**src/rtl/debounce_pkg.sv**
```systemverilog
// rtl/debounce_pkg.sv - threshold and counter-width derivation shared by the debounce array
package debounce_pkg;

    function automatic int calc_thresh(input int clk_freq_mhz, input int jitter_max_us);
        return clk_freq_mhz * jitter_max_us;
    endfunction

    // Counter never exceeds THRESH-1; width is clamped to 1 so a bad THRESH still elaborates to the error
    function automatic int cnt_width(input int thresh);
        return (thresh < 1) ? 1 : $clog2(thresh + 1);
    endfunction

endpackage

```
**src/rtl/debounce_channel.sv**
```systemverilog
// rtl/debounce_channel.sv - one debounce lane: 2-flop sync, stability counter, level register, edge pulses
module debounce_channel #(
    parameter int THRESH     = 4,
    parameter int CW         = 3,
    parameter bit INIT_VALUE = 1'b0,
    parameter bit BYPASS     = 1'b0
) (
    input  logic clk,
    input  logic rst,
    input  logic sig_i,
    output logic sig_o,
    output logic rise_o,
    output logic fall_o
);

    if (BYPASS) begin : g_bypass
        always_ff @(posedge clk or posedge rst) begin
            if (rst) begin
                sig_o  <= INIT_VALUE;
                rise_o <= 1'b0;
                fall_o <= 1'b0;
            end else begin
                sig_o  <= sig_i;
                rise_o <= sig_i & ~sig_o;
                fall_o <= ~sig_i & sig_o;
            end
        end
    end else begin : g_filter
        localparam logic [CW-1:0] LAST = CW'(THRESH - 1);

        logic          s1;
        logic          s2;
        logic [CW-1:0] cnt;

        // Pulses are registered alongside the level so they line up with the new sig_o value
        always_ff @(posedge clk or posedge rst) begin
            if (rst) begin
                s1     <= INIT_VALUE;
                s2     <= INIT_VALUE;
                sig_o  <= INIT_VALUE;
                cnt    <= '0;
                rise_o <= 1'b0;
                fall_o <= 1'b0;
            end else begin
                s1     <= sig_i;
                s2     <= s1;
                rise_o <= 1'b0;
                fall_o <= 1'b0;
                if (s2 == sig_o) begin
                    cnt <= '0;
                end else if (cnt != LAST) begin
                    cnt <= cnt + CW'(1);
                end else begin
                    sig_o  <= s2;
                    cnt    <= '0;
                    rise_o <= s2;
                    fall_o <= ~s2;
                end
            end
        end
    end

endmodule

```
**src/rtl/debounce_array.sv**
```systemverilog
// rtl/debounce_array.sv - CHANNELS independent debouncers; DEBOUNCE_BYPASS_EN swaps filtering for a plain register
module debounce_array
    import debounce_pkg::*;
#(
    parameter int CHANNELS   = 20,
    parameter int CLK_FREQ   = 50,
    parameter int JITTER_MAX = 1000,
    parameter bit INIT_VALUE = 1'b0
) (
    input  logic                clk,
    input  logic                rst,
    input  logic [CHANNELS-1:0] sig_i,
    output logic [CHANNELS-1:0] sig_o,
    output logic [CHANNELS-1:0] rise_o,
    output logic [CHANNELS-1:0] fall_o,
    output logic                changed_o
);

    localparam int THRESH = calc_thresh(CLK_FREQ, JITTER_MAX);
    localparam int CW     = cnt_width(THRESH);

`ifdef DEBOUNCE_BYPASS_EN
    localparam bit BYPASS = 1'b1;
`else
    localparam bit BYPASS = 1'b0;
`endif

    if (THRESH < 1) begin : g_bad_thresh
        $error("debounce_array: CLK_FREQ*JITTER_MAX must be at least 1");
    end
    if (CHANNELS < 1 || CHANNELS > 64) begin : g_bad_channels
        $error("debounce_array: CHANNELS must be within 1..64");
    end

    for (genvar i = 0; i < CHANNELS; i++) begin : g_ch
        debounce_channel #(
            .THRESH    (THRESH),
            .CW        (CW),
            .INIT_VALUE(INIT_VALUE),
            .BYPASS    (BYPASS)
        ) u_channel (
            .clk   (clk),
            .rst   (rst),
            .sig_i (sig_i[i]),
            .sig_o (sig_o[i]),
            .rise_o(rise_o[i]),
            .fall_o(fall_o[i])
        );
    end

    assign changed_o = |{rise_o, fall_o};

endmodule

```
**config.mk**
```make
export PLATFORM = sky130hd
export DESIGN_NAME = debounce_array
export DESIGN_NICKNAME = d
export VERILOG_FILES = /design/src/rtl/debounce_pkg.sv /design/src/rtl/debounce_channel.sv /design/src/rtl/debounce_array.sv
export SDC_FILE = /design/constraint.sdc
export NUM_CORES = 1
export LEC_CHECK = 0
export CAP_MARGIN = 20
export CORE_AREA = 4 4 213 215
export CTS_CLUSTER_DIAMETER = 100
export DETAILED_ROUTE_END_ITERATION = 7
export DIE_AREA = 0 0 217 219
export PLACE_DENSITY = 0.6
export SLEW_MARGIN = 30
export SYNTH_ARGS = -nofsm -noshare
export SYNTH_HDL_FRONTEND = slang
export SYNTH_SLANG_ARGS = --single-unit
```
**constraint.sdc**
```tcl
create_clock -name clk -period 32.1 [get_ports clk]
set_input_delay 6.42 -clock clk [delete_from_list [all_inputs] [get_ports clk]]
set_output_delay 6.42 -clock clk [all_outputs]
set_load 0.01 [all_outputs]
```
After elaboration in Yosys (flattened, before gate mapping)
Cells that the tools add are included.
{ "word_totals": {"latchBits": 0, "ff_bits": 420, "n_memories": 0, "rom_bits": 0, "input_bits": 22, "word_cells": 381, "output_inout_bits": 61, "mem_bits_rw": 0} }
{ "op_classes": {"order_cmp": 0, "mux": 120, "div": 0, "reduce_logical": 21, "eq_ne": 40, "shifts": 0, "add_sub_neg": 20, "bitwise": 60, "multipliers": 0} }
{ "op_table": {"columns": ["operator", "n"], "rows": [
  ["16-bit 2-to-1 mux", 40],
  ["16-bit by 1-bit adder with 16-bit output, second input constant", 20],
  ["16-bit inequality test, second input constant", 20],
  ["1-bit 2-to-1 mux", 80],
  ["1-bit inverter", 60],
  ["2-bit AND reduction", 20],
  ["40-bit OR reduction", 1],
  ["1-bit equality test", 20]
]} }

Logic depth before layout (Yosys ltp)
{ "logic_depth": {"ltp_word": 3, "depth_mapped": 6, "depth_no_buf": 5} }

Modules after synthesis
Synthesis repeated with hierarchy kept, for this count alone.
{ "unflattened": {"hier_cells": 1834, "hier_area_um2": 19860.3} }
{ "by_module_without_submodules": {"columns": ["module", "cells_each", "seq_area_each_um2", "area_each_um2", "instances"], "rows": [
  ["debounce_channel", 91, 525.5, 988.4, 20],
  ["debounce_array", 14, 0.0, 91.3, 1]
]} }

Worst setup path after synthesis
No wires, ideal clock.
{ "synth_timing": {"kind": "flip-flop to output port", "start": "register g_ch[10].u_channel.rise_o", "end": "output changed_o", "path_slack_ns": 24.551, "n_path_buf": 0, "stages_incl_launch_ff": 4, "required_time_ns": 25.680, "arrival_ns": 1.129, "cell_sequence": "dfrtp_1 > nor4_1 > nand4_1 > or3_1"} }
{ "synth_via": {"elab_chain_cells": 1} }
{ "synth_lines": {"columns": ["element", "line", "source"], "rows": [
  ["start: declaration", "debounce_channel.sv:12", "output logic rise_o,"],
  ["start signal: assignment", "debounce_channel.sv:42", "rise_o <= 1'b0;"],
  ["start signal: assignment", "debounce_channel.sv:47", "rise_o <= 1'b0;"],
  ["start signal: assignment", "debounce_channel.sv:56", "rise_o <= s2;"],
  ["40-bit OR reduction", "debounce_array.sv:51", "assign changed_o = |{rise_o, fall_o};"],
  ["end: declaration", "debounce_array.sv:16", "output logic changed_o"]
]} }
No other way between the ends.

Worst setup path after layout
{ "layout_timing": {"start": "register g_ch[17].u_channel.rise_o", "end": "output changed_o"} }
{ "layout_via": {"elab_chain_cells": 1} }
{ "layout_lines": {"columns": ["element", "line"], "rows": [
  ["start: declaration", "debounce_channel.sv:12"],
  ["start signal: assignment", "debounce_channel.sv:42"],
  ["start signal: assignment", "debounce_channel.sv:47"],
  ["start signal: assignment", "debounce_channel.sv:56"],
  ["40-bit OR reduction", "debounce_array.sv:51"]
]} }
No other way between the ends.

==> impl_metrics.env <==
export IMPL_status="completed"
export IMPL_crit_type="reg2out"
export IMPL_syn_to_final_growth_pct=15.10
export IMPL_cts_buffer_depth=3
export IMPL_tns_ns=0
export IMPL_synth_compound_area_share_pct=1.172
export IMPL_netSwitchingPower_w=0.0002415
export IMPL_r2r_start="g_ch[16].u_channel.g_filter.cnt[11]"
export IMPL_core_sq_mm=0.04374
export IMPL_cp_start_kind="register"
export IMPL_hp_start="g_ch[1].u_channel.g_filter.s1"
export IMPL_first_pass_iters=5
export IMPL_synth_mux_area_share_pct=1.237
export IMPL_grtUsageTotal_pct=16.01
export IMPL_diodes=0
export IMPL_end_kind="primary output"
export IMPL_ys_warnings_count=0
export IMPL_wl_per_cell_microns=14.43
export IMPL_drive_gt1_share_pct=7.110
export IMPL_path_max_fanout=2
export IMPL_initial_core_util_pct=44.42
export IMPL_antenna_found_initial=0
export IMPL_place_gp_congestion=0.8336
export IMPL_dieArea_sq_mm=0.04752
export IMPL_grt_max_degree=128
export IMPL_worst_hold_path_type="reg2reg"
export IMPL_yosysTopAreaCellShare_pct=54.10
export IMPL_io_buffers=82
export IMPL_cts_tree="built"
export IMPL_synth_area_sq_mm=0.01943
export IMPL_cts_inserted_buffers=47
export IMPL_leakagePower_nw=8.908
export IMPL_vias_per_cell=5.130
export IMPL_synth_simple_area_share_pct=25.08
export IMPL_period_needed_ns=9.526
export IMPL_setup_viol_count_final=0
export IMPL_rsz0062_at_grt="no"
export IMPL_wirelength_mm=36.75
export IMPL_slew_violations=0
export IMPL_cts_hold_buf=0
export IMPL_ys_types=35
export IMPL_p_comb_share_pct=2.8
export IMPL_timing_final_crit_share_pct=29.68
export IMPL_grt_pass1_vias=13250
export IMPL_vias=13070
export IMPL_critPathLaunch="g_ch[17].u_channel.rise_o"
export IMPL_synth_area_leaders="dfrtp_1, xnor2_1, nor2_1"
export IMPL_synth_top_family_by_area="simple AND/OR/NAND/NOR gates"
export IMPL_netSwitchingFraction_pct=20.47
export IMPL_worstPathRequired_ns=25.68
export IMPL_clkSinkCount=420
export IMPL_path_buf_inv=2
export IMPL_htreeDepth=2
export IMPL_power_density_mw_per_mm2=52.76
export IMPL_cpPeakStageDelay_ns=0.64
export IMPL_nets=1964
export IMPL_num_fill_cells=3970
export IMPL_fp_dieW_microns=217
export IMPL_clk_latency_ns=0.56
export IMPL_ys_ff_latch=420
export IMPL_synth_area_per_cell_sq_um=10.48
export IMPL_vdd_drop_max_mv=0.03970
export IMPL_dpl_hpwl_mm=25.04
export IMPL_num_rows=77
export IMPL_io_pins=83
export IMPL_worst_slew_pin_slew_ns=0.9624
export IMPL_cts_clk_slew_worst_paths_ns=0.06
export IMPL_drc_errors=0
export IMPL_syn_nets=1896
export IMPL_drt_iter0_markers=769
export IMPL_cts_resized=0
export IMPL_die_h_microns=219
export IMPL_ant_nets=0
export IMPL_crit_chain="nor4_1 -> buf_4 -> nand4_1 -> or3_1 -> clkdlybuf4s50_1"
export IMPL_power_frac_seq_pct=46.3
export IMPL_hold_viol_final=0
export IMPL_ys_seq_area_share_pct=54.10
export IMPL_drv_cap=0
export IMPL_critical_path_arrival_ns=3.11
export IMPL_yosys_area_top_type="dfrtp_1"
export IMPL_root_buffer="clkbuf_16"
export IMPL_fmax_mhz=105.0
export IMPL_globalRouteOverflowTotal=0
export IMPL_cts_setup_buffers=0
export IMPL_clock_skew_ns=0.01668
export IMPL_slew_headroom_pct=35.70
export IMPL_cp_top_family="simple AND/OR/NAND/NOR gates"
export IMPL_clkPwrFrac_pct=50.9
export IMPL_internal_power_w=0.0009382
export IMPL_grt_pass1_wl_mm=64.24
export IMPL_post_route_util_pct=51.12
export IMPL_synthXorXnorAreaFrac_pct=13.34
export IMPL_synthCells=1854
export IMPL_synth_adder_area_share_pct=1.288
export IMPL_slowest_stage="nor4_1"
## metrics by stage
stage / power, W / hold WS [ns] / area (sq um) / cells / setup slack [ns]
finish: 0.001180 / 0.3427 / 22360 / 2547 / 22.57
global route: 0.001229 / 0.3460 / 22360 / 2547 / 22.44
CTS: 0.001201 / 0.3417 / 22350 / 2547 / 22.49
detailed placement: 0.0005899 / 0.3347 / 20590 / 2465 / 23.12
global placement: 0.0005888 / 0.3339 / 20570 / 2464 / 23.14
floorplan: 0.0005775 / 0.3312 / 19430 / 1854 / 13.99
## cell usage in the layout, fill, tap and decap left out, types with 6 or more instances in the layout
cell type	instances
dfrtp_1	420
nor2_1	359
xnor2_1	242
nand3_1	108
nor4_1	92
nand2_1	86
nand4_1	84
clkdlybuf4s50_1	82
nor3_1	71
xor2_1	54
inv_1	47
clkbuf_16	47
nor3b_1	40
and3_1	35
ha_1	20
or4_4	15
buf_4	15
nor4bb_1	13
bufinv_16	12
nor4b_1	11
nand3b_1	11
o41ai_2	11
clkbuf_8	11
or3_1	10
mux2_1	10
nand4bb_1	6
mux2_2	6
## cell families (layout without fill, tap and decap cells)
group | Yosys count | after routing
DFF | 420 | 420
adders and majority gates | 20 | 20
muxes | 20 | 20
and+or+nand+nor | 950 | 950
xor gates and xnor gates | 296 | 296
AOI/OAI and AO/OA | 19 | 19
buffers and inverters | 129 | 230
## worst paths after layout
| check | end | slack (ns) | depth (start not counted) |
|---|---|---|---|
| min in group asynchronous | g_ch[11].u_channel.g_filter.s1 | 6.35 | 2 |
| min | g_ch[1].u_channel.g_filter.s2 | 0.34 | 0 |
| max in group asynchronous | g_ch[8].u_channel.g_filter.s2 | 24.40 | 3 |
| max reg2reg | g_ch[16].u_channel.fall_o | 29.70 | 3 |
| max | changed_o | 22.57 | 5 |
| min reg2reg | g_ch[1].u_channel.g_filter.s2 | 0.34 | 0 |
## sequential cells by signal, indices dropped and copies added, names as in the netlist
name                         cells
g_ch.u_channel.g_filter.s2      20
g_ch.u_channel.rise_o           20
g_ch.u_channel.fall_o           20
g_ch.u_channel.g_filter.s1      20
g_ch.u_channel.sig_o            20
g_ch.u_channel.g_filter.cnt    320
## routing by layer
layer	part of all wire, %	GRT usage (%)
met1	49	22.65
met5	0	0
met2	45	24.96
met3	3.7	3.102
met4	2.4	5.364
## power groups by stage
stage,sequential (W),clock (W),combinational [W]
after floorplan,0.000554,0,0.0000231
after global placement,0.000556,0,0.0000329
after detailed placement,0.000556,0,0.0000338
after CTS,0.000547,0.000620,0.0000341
after global routing,0.000548,0.000642,0.0000386
final,0.000547,0.000600,0.0000325
## layout make-up
class / instances / area (sq um) / share of cell area, %
flip-flops and latches: 420 / 10510 / 47.00
multi-input cells: 1305 / 8183 / 36.59
inverters: 48 / 192.7 / 0.8617
clock inverters: 21 / 420.4 / 1.880
clock buffers: 61 / 1339 / 5.987
well taps: 592 / 740.7 / 3.312
repair buffers: 100 / 975.9 / 4.364
## cell usage after synthesis
master,n
nand4_1,84
and4_1,1
nand2_2,3
and3_1,35
nor3b_1,40
clkbuf_1,7
nor4b_1,11
or4_4,15
nor4bb_1,13
inv_1,48
mux2_2,6
nor4_1,92
nand3b_1,11
or4_1,2
xor2_1,54
mux2_4,4
nor2_1,359
ha_1,20
nand4b_1,2
buf_4,63
o21ai_0,1
o41ai_2,11
xnor2_1,242
o31ai_1,2
nand3_4,1
dfrtp_1,420
a31o_2,1
nor3_1,71
buf_2,11
or3_1,10
mux2_1,10
nand4bb_1,6
nand3_1,108
nand2_1,86
a21oi_1,4
Note: power is estimated with default switching activity, not from simulation.
